### src/rtl/oled_pkg.sv
// Shared types and constants for the SSD1306-class 6800 parallel driver.
package oled_pkg;

    typedef enum logic [2:0] {
        ST_RST_LOW,
        ST_RST_WAIT,
        ST_INIT,
        ST_IDLE,
        ST_CMD,
        ST_FRAME
    } state_t;

    localparam int ROM_DEPTH = 32;

    localparam logic [7:0] INIT_ROM [0:ROM_DEPTH-1] = '{
        8'hAE, 8'hD5, 8'h80, 8'hA8, 8'h3F, 8'hD3, 8'h00, 8'h40,
        8'h8D, 8'h14, 8'h20, 8'h00, 8'hA1, 8'hC8, 8'hDA, 8'h12,
        8'h81, 8'hCF, 8'hD9, 8'hF1, 8'hDB, 8'h40, 8'hA4, 8'hA6,
        8'hAF, 8'h00, 8'h00, 8'h00, 8'h00, 8'h00, 8'h00, 8'h00
    };

    localparam int E_RISE_PHASE = 1;

    function automatic int e_fall_phase(input int e_high_clks);
        return e_high_clks + 1;
    endfunction

    function automatic int cs_rise_phase(input int clk_per_byte);
        return clk_per_byte - 1;
    endfunction

endpackage

### src/rtl/oled_byte_slot.sv
// One 6800 bus write slot: cs low for the slot, e pulse, data/dc held
// from slot start until the next slot is launched.
module oled_byte_slot
    import oled_pkg::*;
#(
    parameter int CLK_PER_BYTE = 16,
    parameter int E_HIGH_CLKS  = 8
) (
    input  logic       clk,
    input  logic       rst,
    input  logic       go,
    input  logic [7:0] byte_data,
    input  logic       dc,
    output logic       slot_start,
    output logic       slot_end,
    output logic       free,
    output logic       oled_cs,
    output logic       oled_e,
    output logic       oled_dc,
    output logic [7:0] oled_data
);

    localparam int SW = $clog2(CLK_PER_BYTE);
    localparam logic [SW-1:0] LAST   = SW'(cs_rise_phase(CLK_PER_BYTE));
    localparam logic [SW-1:0] E_RISE = SW'(E_RISE_PHASE);
    localparam logic [SW-1:0] E_FALL = SW'(e_fall_phase(E_HIGH_CLKS));

    logic          active;
    logic          active_n;
    logic [SW-1:0] s;
    logic [SW-1:0] s_n;

    assign slot_start = active && (s == '0);
    assign slot_end   = active && (s == LAST);
    // A new slot may launch on the final phase, giving gapless slots.
    assign free       = !active || slot_end;

    always_comb begin
        active_n = active;
        s_n      = s;
        if (go) begin
            active_n = 1'b1;
            s_n      = '0;
        end else if (slot_end) begin
            active_n = 1'b0;
            s_n      = '0;
        end else if (active) begin
            s_n = s + SW'(1);
        end
    end

    // Pin outputs are registered from the next phase so they line up with s.
    always_ff @(posedge clk or posedge rst) begin
        if (rst) begin
            active    <= 1'b0;
            s         <= '0;
            oled_cs   <= 1'b1;
            oled_e    <= 1'b0;
            oled_dc   <= 1'b0;
            oled_data <= 8'h00;
        end else begin
            active  <= active_n;
            s       <= s_n;
            oled_cs <= !(active_n && (s_n != LAST));
            oled_e  <= active_n && (s_n >= E_RISE) && (s_n < E_FALL);
            if (go) begin
                oled_dc   <= dc;
                oled_data <= byte_data;
            end
        end
    end

endmodule

### src/rtl/oled_par_stream_ctrl.sv
// Panel reset, init ROM playback, runtime commands and frame streaming
// over a 6800-style parallel bus.
module oled_par_stream_ctrl
    import oled_pkg::*;
#(
    parameter int CLK_PER_BYTE  = 16,
    parameter int E_HIGH_CLKS   = 8,
    parameter int RST_LOW_CLKS  = 3,
    parameter int RST_WAIT_CLKS = 64,
    parameter int INIT_LEN      = 25,
    parameter int FB_BYTES      = 1024
) (
    input  logic       clk,
    input  logic       rst,
    input  logic       frame_start,
    input  logic [7:0] pix_data,
    input  logic       pix_valid,
    output logic       pix_ready,
    input  logic [7:0] cmd_data,
    input  logic       cmd_valid,
    output logic       cmd_ready,
    output logic       init_done,
    output logic       busy,
    output logic       frame_done,
    output logic       oled_dc,
    output logic       oled_rw,
    output logic       oled_cs,
    output logic       oled_e,
    output logic       oled_reset,
    output logic [7:0] oled_data
);

    localparam int PW = $clog2(FB_BYTES + 1);
    localparam int CNT_MAX =
        (RST_LOW_CLKS > RST_WAIT_CLKS) ? RST_LOW_CLKS : RST_WAIT_CLKS;
    localparam int CW = $clog2(CNT_MAX + 1);

    state_t        state;
    state_t        state_n;
    logic [CW-1:0] cnt;
    logic [CW-1:0] cnt_n;
    logic [5:0]    rom_idx;
    logic [5:0]    rom_idx_n;
    logic [PW-1:0] pix_idx;
    logic [PW-1:0] pix_idx_n;
    logic          init_done_n;
    logic          frame_done_n;
    logic          go;
    logic          slot_dc;
    logic [7:0]    slot_data;
    logic          slot_start;
    logic          slot_end;
    logic          free;

    assign oled_rw = 1'b0;

    oled_byte_slot #(
        .CLK_PER_BYTE(CLK_PER_BYTE),
        .E_HIGH_CLKS (E_HIGH_CLKS)
    ) u_slot (
        .clk       (clk),
        .rst       (rst),
        .go        (go),
        .byte_data (slot_data),
        .dc        (slot_dc),
        .slot_start(slot_start),
        .slot_end  (slot_end),
        .free      (free),
        .oled_cs   (oled_cs),
        .oled_e    (oled_e),
        .oled_dc   (oled_dc),
        .oled_data (oled_data)
    );

    always_comb begin
        state_n      = state;
        cnt_n        = cnt;
        rom_idx_n    = rom_idx;
        pix_idx_n    = pix_idx;
        init_done_n  = init_done;
        frame_done_n = 1'b0;
        go           = 1'b0;
        slot_dc      = 1'b0;
        slot_data    = 8'h00;
        cmd_ready    = 1'b0;
        pix_ready    = 1'b0;
        unique case (state)
            ST_RST_LOW: begin
                if (cnt == CW'(RST_LOW_CLKS)) begin
                    state_n = ST_RST_WAIT;
                    cnt_n   = '0;
                end else begin
                    cnt_n = cnt + CW'(1);
                end
            end
            ST_RST_WAIT: begin
                if (cnt == CW'(RST_WAIT_CLKS - 1)) begin
                    state_n   = ST_INIT;
                    cnt_n     = '0;
                    rom_idx_n = '0;
                end else begin
                    cnt_n = cnt + CW'(1);
                end
            end
            ST_INIT: begin
                slot_data = INIT_ROM[rom_idx[4:0]];
                if (slot_start) begin
                    rom_idx_n = rom_idx + 6'd1;
                end
                if ((rom_idx == 6'(INIT_LEN)) && slot_end) begin
                    state_n     = ST_IDLE;
                    init_done_n = 1'b1;
                end else if (free && (rom_idx < 6'(INIT_LEN))) begin
                    go = 1'b1;
                end
            end
            ST_IDLE: begin
                // Commands win; a simultaneous frame_start is dropped.
                if (cmd_valid) begin
                    cmd_ready = 1'b1;
                    go        = 1'b1;
                    slot_data = cmd_data;
                    state_n   = ST_CMD;
                end else if (frame_start) begin
                    state_n   = ST_FRAME;
                    pix_idx_n = '0;
                end
            end
            ST_CMD: begin
                if (slot_end) begin
                    state_n = ST_IDLE;
                end
            end
            ST_FRAME: begin
                slot_dc   = 1'b1;
                slot_data = pix_data;
                if (slot_start) begin
                    pix_idx_n = pix_idx + PW'(1);
                end
                if ((pix_idx == PW'(FB_BYTES)) && slot_end) begin
                    state_n      = ST_IDLE;
                    frame_done_n = 1'b1;
                end else if (free && pix_valid && (pix_idx < PW'(FB_BYTES))) begin
                    pix_ready = 1'b1;
                    go        = 1'b1;
                end
            end
            default: begin
                state_n = ST_RST_LOW;
            end
        endcase
    end

    always_ff @(posedge clk or posedge rst) begin
        if (rst) begin
            state      <= ST_RST_LOW;
            cnt        <= '0;
            rom_idx    <= '0;
            pix_idx    <= '0;
            init_done  <= 1'b0;
            frame_done <= 1'b0;
            busy       <= 1'b0;
            oled_reset <= 1'b1;
        end else begin
            state      <= state_n;
            cnt        <= cnt_n;
            rom_idx    <= rom_idx_n;
            pix_idx    <= pix_idx_n;
            init_done  <= init_done_n;
            frame_done <= frame_done_n;
            busy       <= (state_n != ST_IDLE);
            oled_reset <= (state_n != ST_RST_LOW);
        end
    end

endmodule
### config.mk
export PLATFORM = sky130hd
export DESIGN_NAME = oled_par_stream_ctrl
export DESIGN_NICKNAME = d
export VERILOG_FILES = /design/src/rtl/oled_pkg.sv /design/src/rtl/oled_byte_slot.sv /design/src/rtl/oled_par_stream_ctrl.sv
export SDC_FILE = /design/constraint.sdc
export NUM_CORES = 1
export LEC_CHECK = 0
export ABC_AREA = 1
export BUFFER_PORTS_ARGS = -buffer_cell sky130_fd_sc_hd__buf_2
export CORE_ASPECT_RATIO = 1.1
export CORE_MARGIN = 2
export CORE_UTILIZATION = 37
export CTS_BUF_LIST = sky130_fd_sc_hd__clkbuf_2
export DETAILED_ROUTE_END_ITERATION = 10
export PLACE_DENSITY = 0.51
export SLEW_MARGIN = 20
export SYNTH_ARGS = -nofsm -noshare
export SYNTH_HDL_FRONTEND = slang
export SYNTH_SLANG_ARGS = --single-unit
### constraint.sdc
create_clock -name clk -period 2.1 [get_ports clk]
set_input_delay 0 -clock clk [delete_from_list [all_inputs] [get_ports clk]]
set_output_delay 0 -clock clk [all_outputs]
set_load 0.1 [all_outputs]
Word-level counts from Yosys, hierarchy flattened
Memories as Yosys holds them, arrays and structs flattened.
Cells that the tools add are included.
{"block": "word_totals", "register_bits": 47, "mem_bits_ro": 256, "in_bits": 21, "out_inout_bits": 18, "wordCells": 102, "mem_count": 1}
{"block": "op_classes", "addsub": 4, "order_cmp": 5, "eq_ne": 17, "mux": 38, "n_bitwise": 1, "reduce_logical": 22}
{"memory": "(no name shown)", "depth": 32, "word_bits": 8, "rd": 1, "rd_clocked_by_memory_dff": 0, "wr": 0, "line_no": "oled_par_stream_ctrl.sv:106", "source": "slot_data = INIT_ROM[rom_idx[4:0]];"}
{"operator": "$mux 11", "n": 3}
{"operator": "$mux 8", "n": 3}
{"operator": "$pmux 8 s3", "n": 1}
{"operator": "$pmux 11 s2", "n": 1}
{"operator": "$mux 3", "n": 7}
{"operator": "$pmux 3 s6", "n": 1}
{"operator": "$mux 7", "n": 2}
{"operator": "$pmux 7 s2", "n": 1}
{"operator": "$mux 1", "n": 12}
{"operator": "$mux 4", "n": 3}
{"operator": "$mux 6", "n": 2}
{"operator": "$pmux 6 s2", "n": 1}
{"operator": "$add 11x1->11 const B", "n": 1}
{"operator": "$eq 11x11->1 const B", "n": 1}
{"operator": "$lt 11x11->1 const B", "n": 1}
{"operator": "$logic_and 1x1->1", "n": 10}
{"operator": "$ne 2x2->1 const B", "n": 5}
{"operator": "$add 7x1->7 const B", "n": 1}
{"operator": "$eq 7x2->1 const B", "n": 1}
{"operator": "$eq 7x6->1 const B", "n": 1}
{"operator": "$add 6x1->6 const B", "n": 1}
{"operator": "$eq 3x2->1 const B", "n": 2}
{"operator": "$eq 3x3->1 const B", "n": 2}
{"operator": "$eq 6x5->1 const B", "n": 1}
{"operator": "20 further kinds", "n": 23}

Logic depth before layout (Yosys ltp)
Gate-level depths: netlist (run 1).
{"block": "logic_depth", "word_depth": 12, "ltp_mapped": 12, "mapped_depth_nobuf": 12}

By module
A second synthesis (run 1) with hierarchy kept.
{"block": "unflattened", "cells_unflattened": 470, "hier_area_um2": 3216.8}
{"mod": "oled_par_stream_ctrl", "n_inst": 1, "cells_per_inst": 379, "area_each_um2": 2454.9, "seq_area_each_um2": 777.0}
{"mod": "oled_byte_slot", "n_inst": 1, "cells_per_inst": 91, "area_each_um2": 762.0, "seq_area_each_um2": 401.6}

Least setup slack after synthesis (run 1)
No wires, ideal clock.
{"block": "synth_timing", "kind": "register to register", "from": "register rom_idx[1]", "to": "register u_slot.oled_e", "setup_time_ns": 0.118, "t_arrival_ns": 1.480, "required_time_ns": 1.982, "slack_ns": 0.503, "stages_incl_launch_ff": 12, "path_buffers": 0, "synth_period_minus_slack_ns": 1.597, "path_cell_list": "dfrtp_1 > inv_1 > ha_1 > nand3_1 > nor2_1 > nand2_1 > nand3_2 > nand2_4 > inv_4 > nand2_1 > a21oi_1 > nor2_1"}
{"block": "synth_via", "elab_chain_cells": 9, "word_cells_on_any_way": 13, "classes_between": "order compare: 3; eq/ne: 1; mux: 5; reduce/logical: 4"}
{"item": "start: declaration", "line_no": "oled_par_stream_ctrl.sv:42", "source": "logic [5:0] rom_idx;"}
{"item": "start signal: assignment", "line_no": "oled_par_stream_ctrl.sv:167", "source": "rom_idx <= rom_idx_n;"}
{"item": "$lt 6x5->1", "line_no": "oled_par_stream_ctrl.sv:113", "source": "end else if (free && (rom_idx < 6'(INIT_LEN))) begin"}
{"item": "$logic_and 1x1->1", "line_no": "oled_par_stream_ctrl.sv:113"}
{"item": "$mux 1", "line_no": "oled_par_stream_ctrl.sv:113"}
{"item": "$mux 1 *", "line_no": "oled_par_stream_ctrl.sv:110", "source": "if ((rom_idx == 6'(INIT_LEN)) && slot_end) begin"}
{"item": "$pmux 1 s3 *", "line_no": "oled_par_stream_ctrl.sv:87", "source": "unique case (state)"}
{"item": "$mux 4", "line_no": "oled_byte_slot.sv:41", "source": "if (go) begin"}
{"item": "$ge 4x1->1", "line_no": "oled_byte_slot.sv:65", "source": "oled_e <= active_n && (s_n >= E_RISE) && (s_n < E_FALL);"}
{"item": "$logic_and 1x1->1", "line_no": "oled_byte_slot.sv:65"}
{"item": "$logic_and 1x1->1 *", "line_no": "oled_byte_slot.sv:65"}
{"item": "end signal: assignment", "line_no": "oled_byte_slot.sv:65"}
{"item": "end: declaration", "line_no": "oled_byte_slot.sv:18", "source": "output logic oled_e,"}
Every way passes the cells marked *; elsewhere a longest branch is shown, timed or not.
A chain may end at the register's enable or synchronous reset.

Worst setup path in the final report (run 1)
{"block": "layout_timing", "from": "register state[1]", "to": "register u_slot.oled_data[4]"}
{"block": "layout_via", "elab_chain_cells": 2, "word_cells_on_any_way": 5, "classes_between": "eq/ne: 3; mux: 2"}
{"item": "start: declaration", "line_no": "oled_par_stream_ctrl.sv:38", "source": "state_t state;"}
{"item": "start signal: assignment", "line_no": "oled_par_stream_ctrl.sv:165", "source": "state <= state_n;"}
{"item": "$eq 3x3->1 or $eq 3x2->1 (tied branches)", "line_no": "oled_par_stream_ctrl.sv:87"}
{"item": "$pmux 8 s3 or $pmux 1 s3 (tied branches)", "line_no": "oled_par_stream_ctrl.sv:87"}
{"item": "end signal: assignment", "line_no": "oled_byte_slot.sv:68", "source": "oled_data <= byte_data;"}
{"item": "end: declaration", "line_no": "oled_byte_slot.sv:20", "source": "output logic [7:0] oled_data"}
Several ways; a longest one is shown, not always the timed one.

==> results.cfg, run 1 <==
[clocking]
cts_tree = built
cts_made_buffers = 5
cts_root_buf = clkbuf_2
clock_path_buffers = 2
clkSinkCount = 47
clkTransAtPathRegs_ns = 0.28
insertion_delay_ns = 0.42
cts-htree-levels = 2

[synth]
synth_async_sr_flop_share = 1.00
netlist_area_um2 = 3030
yosysSeqAreaShare = 0.389
yosys_most_used_dff = dfrtp_1
syn_avg_cell_area_um2 = 7.18
synth_edf_count = 0
synth_fp_nets = 452
synthCells = 422
yosys_warnings = 0
synth-seq-cells = 47
netlist-cell-type-count = 38

[sta]
holdWs_ns = 0.222
period_share = 0.923
final-setup-viol-count = 0
totalNegativeSetupSlack_ns = 0
clock-skew-final_ns = 0.0321
rsz0062_at_grt = no
tightest_slew_ns = 0.618
slew_viol_final = 0
min_period_ns = 1.94
fmax_mhz = 516
hold_viol = 0
slew_headroom = 0.588

[global_routing]
grt_max_degree = 48
grt_usage = 0.178
grt_overflow_total = 0
grt_pass1_wl_um = 13000
antenna_found_initial = 0
grt_pass1_vias = 2857

[min_path]
hold_path.class = in2async

[place]
postPlaceCellArea_um2 = 3350
gp_congestion = 0.887
dp_hpwl_um = 5540
dp_cells = 564
io_buffers = 37

[die]
die_area_um2 = 8930
die_w_um = 90.3
die_h_um = 98.9
core-area_um2 = 7910
pin_count = 39
start_util = 0.383
num_rows = 34

[detailed_routing]
routed_wl_um = 7590
drcViolationCount = 0
antenna_left = 0
routed_via_density = 4.91
num_vias = 2929
wl_per_cell_um = 12.7
dr.pass1.iters = 4
drt_iter0_drc = 109

[finish]
area_delta_synth_final_pct = 20.8
regArea_um2 = 1180
multi_input_area_um2 = 1560
drive_gt1_frac = 0.172
antenna_cells = 0
final_area_um2 = 3660
nFillCells = 847
fin_cells = 597
layout.nets = 518

[critical_path]
path_cells = inv_2 -> nor3_4 -> nand2_2 -> inv_2 -> nand2_1 -> nand2_1 -> dlygate4sd3_1 -> inv_1 -> a31oi_1
crit_type = reg2reg
max_stage_delay_ns = 0.55
start_kind = flop
cp.arrival_ns = 2.31
worstPathRequired_ns = 2.47
cp_slowest_cell = dlygate4sd3_1
cp-end-kind = flop
path_delay_family = buffers and inverters
worstPathBufferInverterCount = 4
path_max_fanout = 9

[power]
leakagePower_nw = 1.82
ir_drop_v = 0.000203
power.density_nw_per_um2 = 409

[run]
maxCapViolCount = 0

[outcome]
status = finished clean
## registers in the layout, summed over array words and instances (netlist names)
register	flops
state	3
busy	1
u_slot.oled_cs	1
init_done	1
rom_idx	6
oled_reset	1
u_slot.oled_dc	1
u_slot.active	1
u_slot.oled_data	8
pix_idx	11
u_slot.s	4
frame_done	1
u_slot.oled_e	1
cnt	7
## per-layer routing
layer / GRT usage / vias up / routed length [µm]
met4: 0.0604 / 0 / 128
met1: 0.227 / 1355 / 3480
met3: 0.0283 / 10 / 248
li1: - / 1509 / -
met5: 0 / - / 0
met2: 0.309 / 55 / 3730
## kinds of logic (layout without fill, tap and decap cells)
| logic type | after synthesis | in the layout | share of synthesized area |
|---|---|---|---|
| AOI/OAI and AO/OA | 66 | 66 | 0.121 |
| xor gates and xnor gates | 6 | 6 | 0.0173 |
| adders and majority gates | 9 | 9 | 0.0371 |
| buffers and inverters | 69 | 136 | 0.0962 |
| DFF | 47 | 47 | 0.389 |
| other | 1 | 1 | 0.00124 |
| and+or+nand+nor | 224 | 224 | 0.338 |
## layout make-up
class                      count  share of cell area
timing repair buffer          68               0.133
multi-input combinational    306               0.426
clock buffer                   5             0.00683
tap                          108              0.0369
inverter                      60              0.0629
sequential                    47               0.322
clock inverter                 3              0.0120
## cell usage in the layout (no fill, tap or decap), types with 5 or more instances in the layout
master,instances
dlygate4sd3_1,21
nor3_1,9
nor2_1,33
nand4_1,10
clkbuf_2,5
inv_2,8
a21oi_1,17
inv_1,50
nand3_1,44
buf_2,35
buf_4,10
o21ai_1,14
dfrtp_1,45
ha_1,9
o21ai_0,21
xor2_1,5
nand2_1,107
## where the power goes
part | switching [mW] | leakage (nW) | total [mW] | internal (mW)
clock | 0.313 | 0.0429 | 0.515 | 0.202
combinational | 0.0385 | 1.23 | 0.0751 | 0.0366
sequential | 0 | 0.551 | 0.908 | 0.908
total | 0.352 | 1.82 | 1.50 | 1.15
## through the flow
step                utilization  worst slack, ns  power [mW]
floorplan                     -            0.503       0.946
global placement          0.423            0.232       0.973
detailed placement        0.423            0.185       0.973
CTS                       0.459           0.0926        1.52
global route              0.463          0.00583        1.57
finish                    0.463            0.161        1.50
## cell usage after synthesis, drive strengths merged (2+ instances only)
cell | number | area (µm²)
o21ai | 35 | 175
xor2 | 5 | 43.8
nor3b | 2 | 15.0
o31ai | 4 | 30.0
nand3 | 47 | 250
dfrtp | 45 | 1130
nand4 | 10 | 62.6
o211ai | 4 | 30.0
nand3b | 2 | 15.0
ha | 9 | 113
a21oi | 17 | 85.1
dfstp | 2 | 52.6
buf | 8 | 57.6
inv | 60 | 230
or2 | 2 | 12.5
a31oi | 2 | 12.5
nand2 | 112 | 443
nor3 | 10 | 61.3
nor2 | 38 | 160
## worst register-to-register path, cell delays in order, from the launching register on
cell and delay [ns]:
dfrtp_1 0.46, inv_2 0.08, nor3_4 0.24, nand2_2 0.12, inv_2 0.15, nand2_1 0.07
nand2_1 0.06, dlygate4sd3_1 0.55, inv_1 0.04, a31oi_1 0.14
## final timing paths
path,slack [ns],endpoint,depth (start not counted),start
setup / recovery,0.16,u_slot.oled_data[4]$_DFFE_PP0P_,9,state[1]$_DFF_PP0_
hold / removal,0.22,pix_idx[5]$_DFFE_PP0P_,4,rst
setup reg to reg,0.16,u_slot.oled_data[4]$_DFFE_PP0P_,9,state[1]$_DFF_PP0_
hold reg to reg,0.49,init_done$_DFFE_PP0P_,2,init_done$_DFFE_PP0P_
max in group asynchronous,1.42,cnt[1]$_DFFE_PP0P_,4,rst
min in group clk,0.35,u_slot.oled_data[7]$_DFFE_PP0P_,4,pix_data[7]
## what timing repair did
action                                 CTS  global route
setup endpoints to repair                0             3
resized for setup                        0             1
hold buffers                            21             0
buffers inserted                         0             4
endpoints found under the hold margin   57             0
Note: power is estimated with default switching activity, not from simulation.
==> run 2, diff against run 1 <==
--- a/config.mk
+++ b/config.mk
@@ -13,5 +13,5 @@
 export CTS_BUF_LIST = sky130_fd_sc_hd__clkbuf_2
 export DETAILED_ROUTE_END_ITERATION = 10
-export PLACE_DENSITY = 0.51
+export PLACE_DENSITY_LB_ADDON = 0.15
 export SLEW_MARGIN = 20
 export SYNTH_ARGS = -nofsm -noshare
==> constraint.sdc (replaced) <==
create_clock -name clk -period 2.1 [get_ports clk]
set_input_delay 0.42 -clock clk [delete_from_list [all_inputs] [get_ports clk]]
set_output_delay 0.42 -clock clk [all_outputs]
set_load 0.1 [all_outputs]
==> run 2 against run 1 <==
Against the previous run: final area decreased by 2.7%; largest power group unchanged; largest cell class unchanged; non-clock buffer count decreased by 12; routed wire length decreased by 1.6%; final cell count decreased by 2.0%; critical path depth decreased by 3; register-to-register slack improved by 0.04 ns; global-route usage decreased by 0.57 points; count of clock-buffer cells in the layout unchanged.
==> results.cfg, run 2 (synthesis results as in run 1) <==
[outcome]
status = finished clean

[place]
postPlaceCellArea_um2 = 3350
dp_hpwl_um = 5480
place_ws_ns = 0.231
gp_congestion = 0.855
dp_cells = 562
io_buffers = 37

[finish]
reg_top3 = pix_idx (11), u_slot.oled_data (8), cnt (7)
final_cell_mix = nand2_1, inv_1, dfrtp_1
area_delta_synth_final_pct = 17.5
post-route-util = 0.450
fin_cells = 585
antenna_cells = 0
layout_commonest_cell = nand2_1
drive_gt1_frac = 0.208
layout.nets = 506
final_area_um2 = 3560
largest_reg_flops = 11
nFillCells = 843
regMostFlops = pix_idx

[clocking]
clkSinkCount = 47
clock_path_buffers = 2
insertion_delay_ns = 0.44
cts_hold_buf = 0
clkTransAtPathRegs_ns = 0.26
cts_tree = built
cts_made_buffers = 5
cts_root_buf = clkbuf_2
cts-htree-levels = 2

[die]
num_rows = 34
start_util = 0.383
die_area_um2 = 8930
pin_count = 39
die_h_um = 98.9
core-area_um2 = 7910
die_w_um = 90.3

[sta]
tightest_slew_ns = 0.610
final-setup-viol-count = 0
clock-skew-final_ns = 0.0260
totalNegativeSetupSlack_ns = 0
rsz0062_at_grt = yes
slew_viol_final = 0
holdWs_ns = 0.0901
period_share = 0.961
slew_headroom = 0.593
fmax_mhz = 496
min_period_ns = 2.02
hold_viol = 0
fin_ws_ns = 0.0828

[power]
power_mw = 1.36
ir_drop_v = 0.000172
switching_power_uw = 359
swShare = 0.263
p_clk_frac = 0.299
combPwrFrac = 0.036
pwr-share-seq = 0.665
power.density_nw_per_um2 = 383
leakagePower_nw = 1.76
intPower_mw = 1.01

[detailed_routing]
wl_met3_um = 294
drcViolationCount = 0
dr.pass1.iters = 4
num_vias = 2877
drt_iter0_drc = 66
routed_wl_um = 7470
wl_met1_um = 3400
antenna_left = 0
met2_length_um = 3660
routed_via_density = 4.92
top_layer = met4
wl_per_cell_um = 12.8

[global_routing]
antenna_found_initial = 0
grt_pass1_wl_um = 12700
grt_max_degree = 48
grt_pass1_vias = 2745
grt_usage = 0.172
grt_overflow_total = 0

[critical_path]
crit_type = reg2out
cp-end-kind = output pin
worstPathRequired_ns = 1.68
cp.arrival_ns = 1.60
start_kind = flop
r2r_start = u_slot.s[1]$_DFF_PP0_
path_max_fanout = 4
crit_start = state[1]$_DFF_PP0_

[run]
maxCapViolCount = 0

[min_path]
hold_path.class = in2async
## run 2: cell types whose count changed in the layout (fill, tap and decap cells not counted), moves of 2 or more
cell and change:
nand2_2 +2, nand3_1 -2, nand2_1 -2, buf_4 +9, dlygate4sd3_1 -21, nand3_4 +2
## run 2: worst max-delay path, cell delays in order, from the launching register on
cell     delay (ns)
dfrtp_1        0.48
inv_2          0.11
nand2_2        0.08
nor2_4         0.17
nand3_4        0.10
inv_4          0.07
buf_12         0.16
## run 2: area by class of cell
type / instances / area [µm²] / share of cell area
clock inverter: 3 / 18.8 / 0.00527
timing repair buffer: 56 / 358 / 0.100
clock buffer: 5 / 25.0 / 0.00702
tap: 108 / 135 / 0.0379
multi-input combinational: 306 / 1610 / 0.452
sequential: 47 / 1180 / 0.331
inverter: 60 / 238 / 0.0667
## run 2: power by group through the flow
stage               Clock (mW)  Combinational, mW  Sequential (mW)
floorplan                    0             0.0242            0.922
global placement             0             0.0507            0.922
detailed placement           0             0.0506            0.922
CTS                      0.425             0.0510            0.908
global route             0.469             0.0567            0.909
finish                   0.408             0.0489            0.908
## run 2: worst paths after layout
kind,depth (start not counted),slack (ns),to
min in group clk,3,0.21,u_slot.oled_data[7]$_DFFE_PP0P_
worst max register to register,13,0.20,u_slot.oled_e$_DFF_PP0_
max in group asynchronous,3,1.59,state[2]$_DFF_PP0_
worst min register to register,2,0.50,init_done$_DFFE_PP0P_
worst max-delay path,6,0.08,pix_ready
worst min-delay path,3,0.09,cnt[4]$_DFFE_PP0P_
## run 2: routing by layer
metal / vias up / global-route usage
li1: 1477 / -
met1: 1326 / 0.218
met2: 64 / 0.302
met3: 10 / 0.0268
met4: 0 / 0.0568
met5: - / 0
## run 2: timing repair
action / in CTS / in global routing
setup buffers: 2 / 13
setup endpoints to repair: 2 / 2
gates resized for setup: 6 / 7
pin swaps: 0 / 6
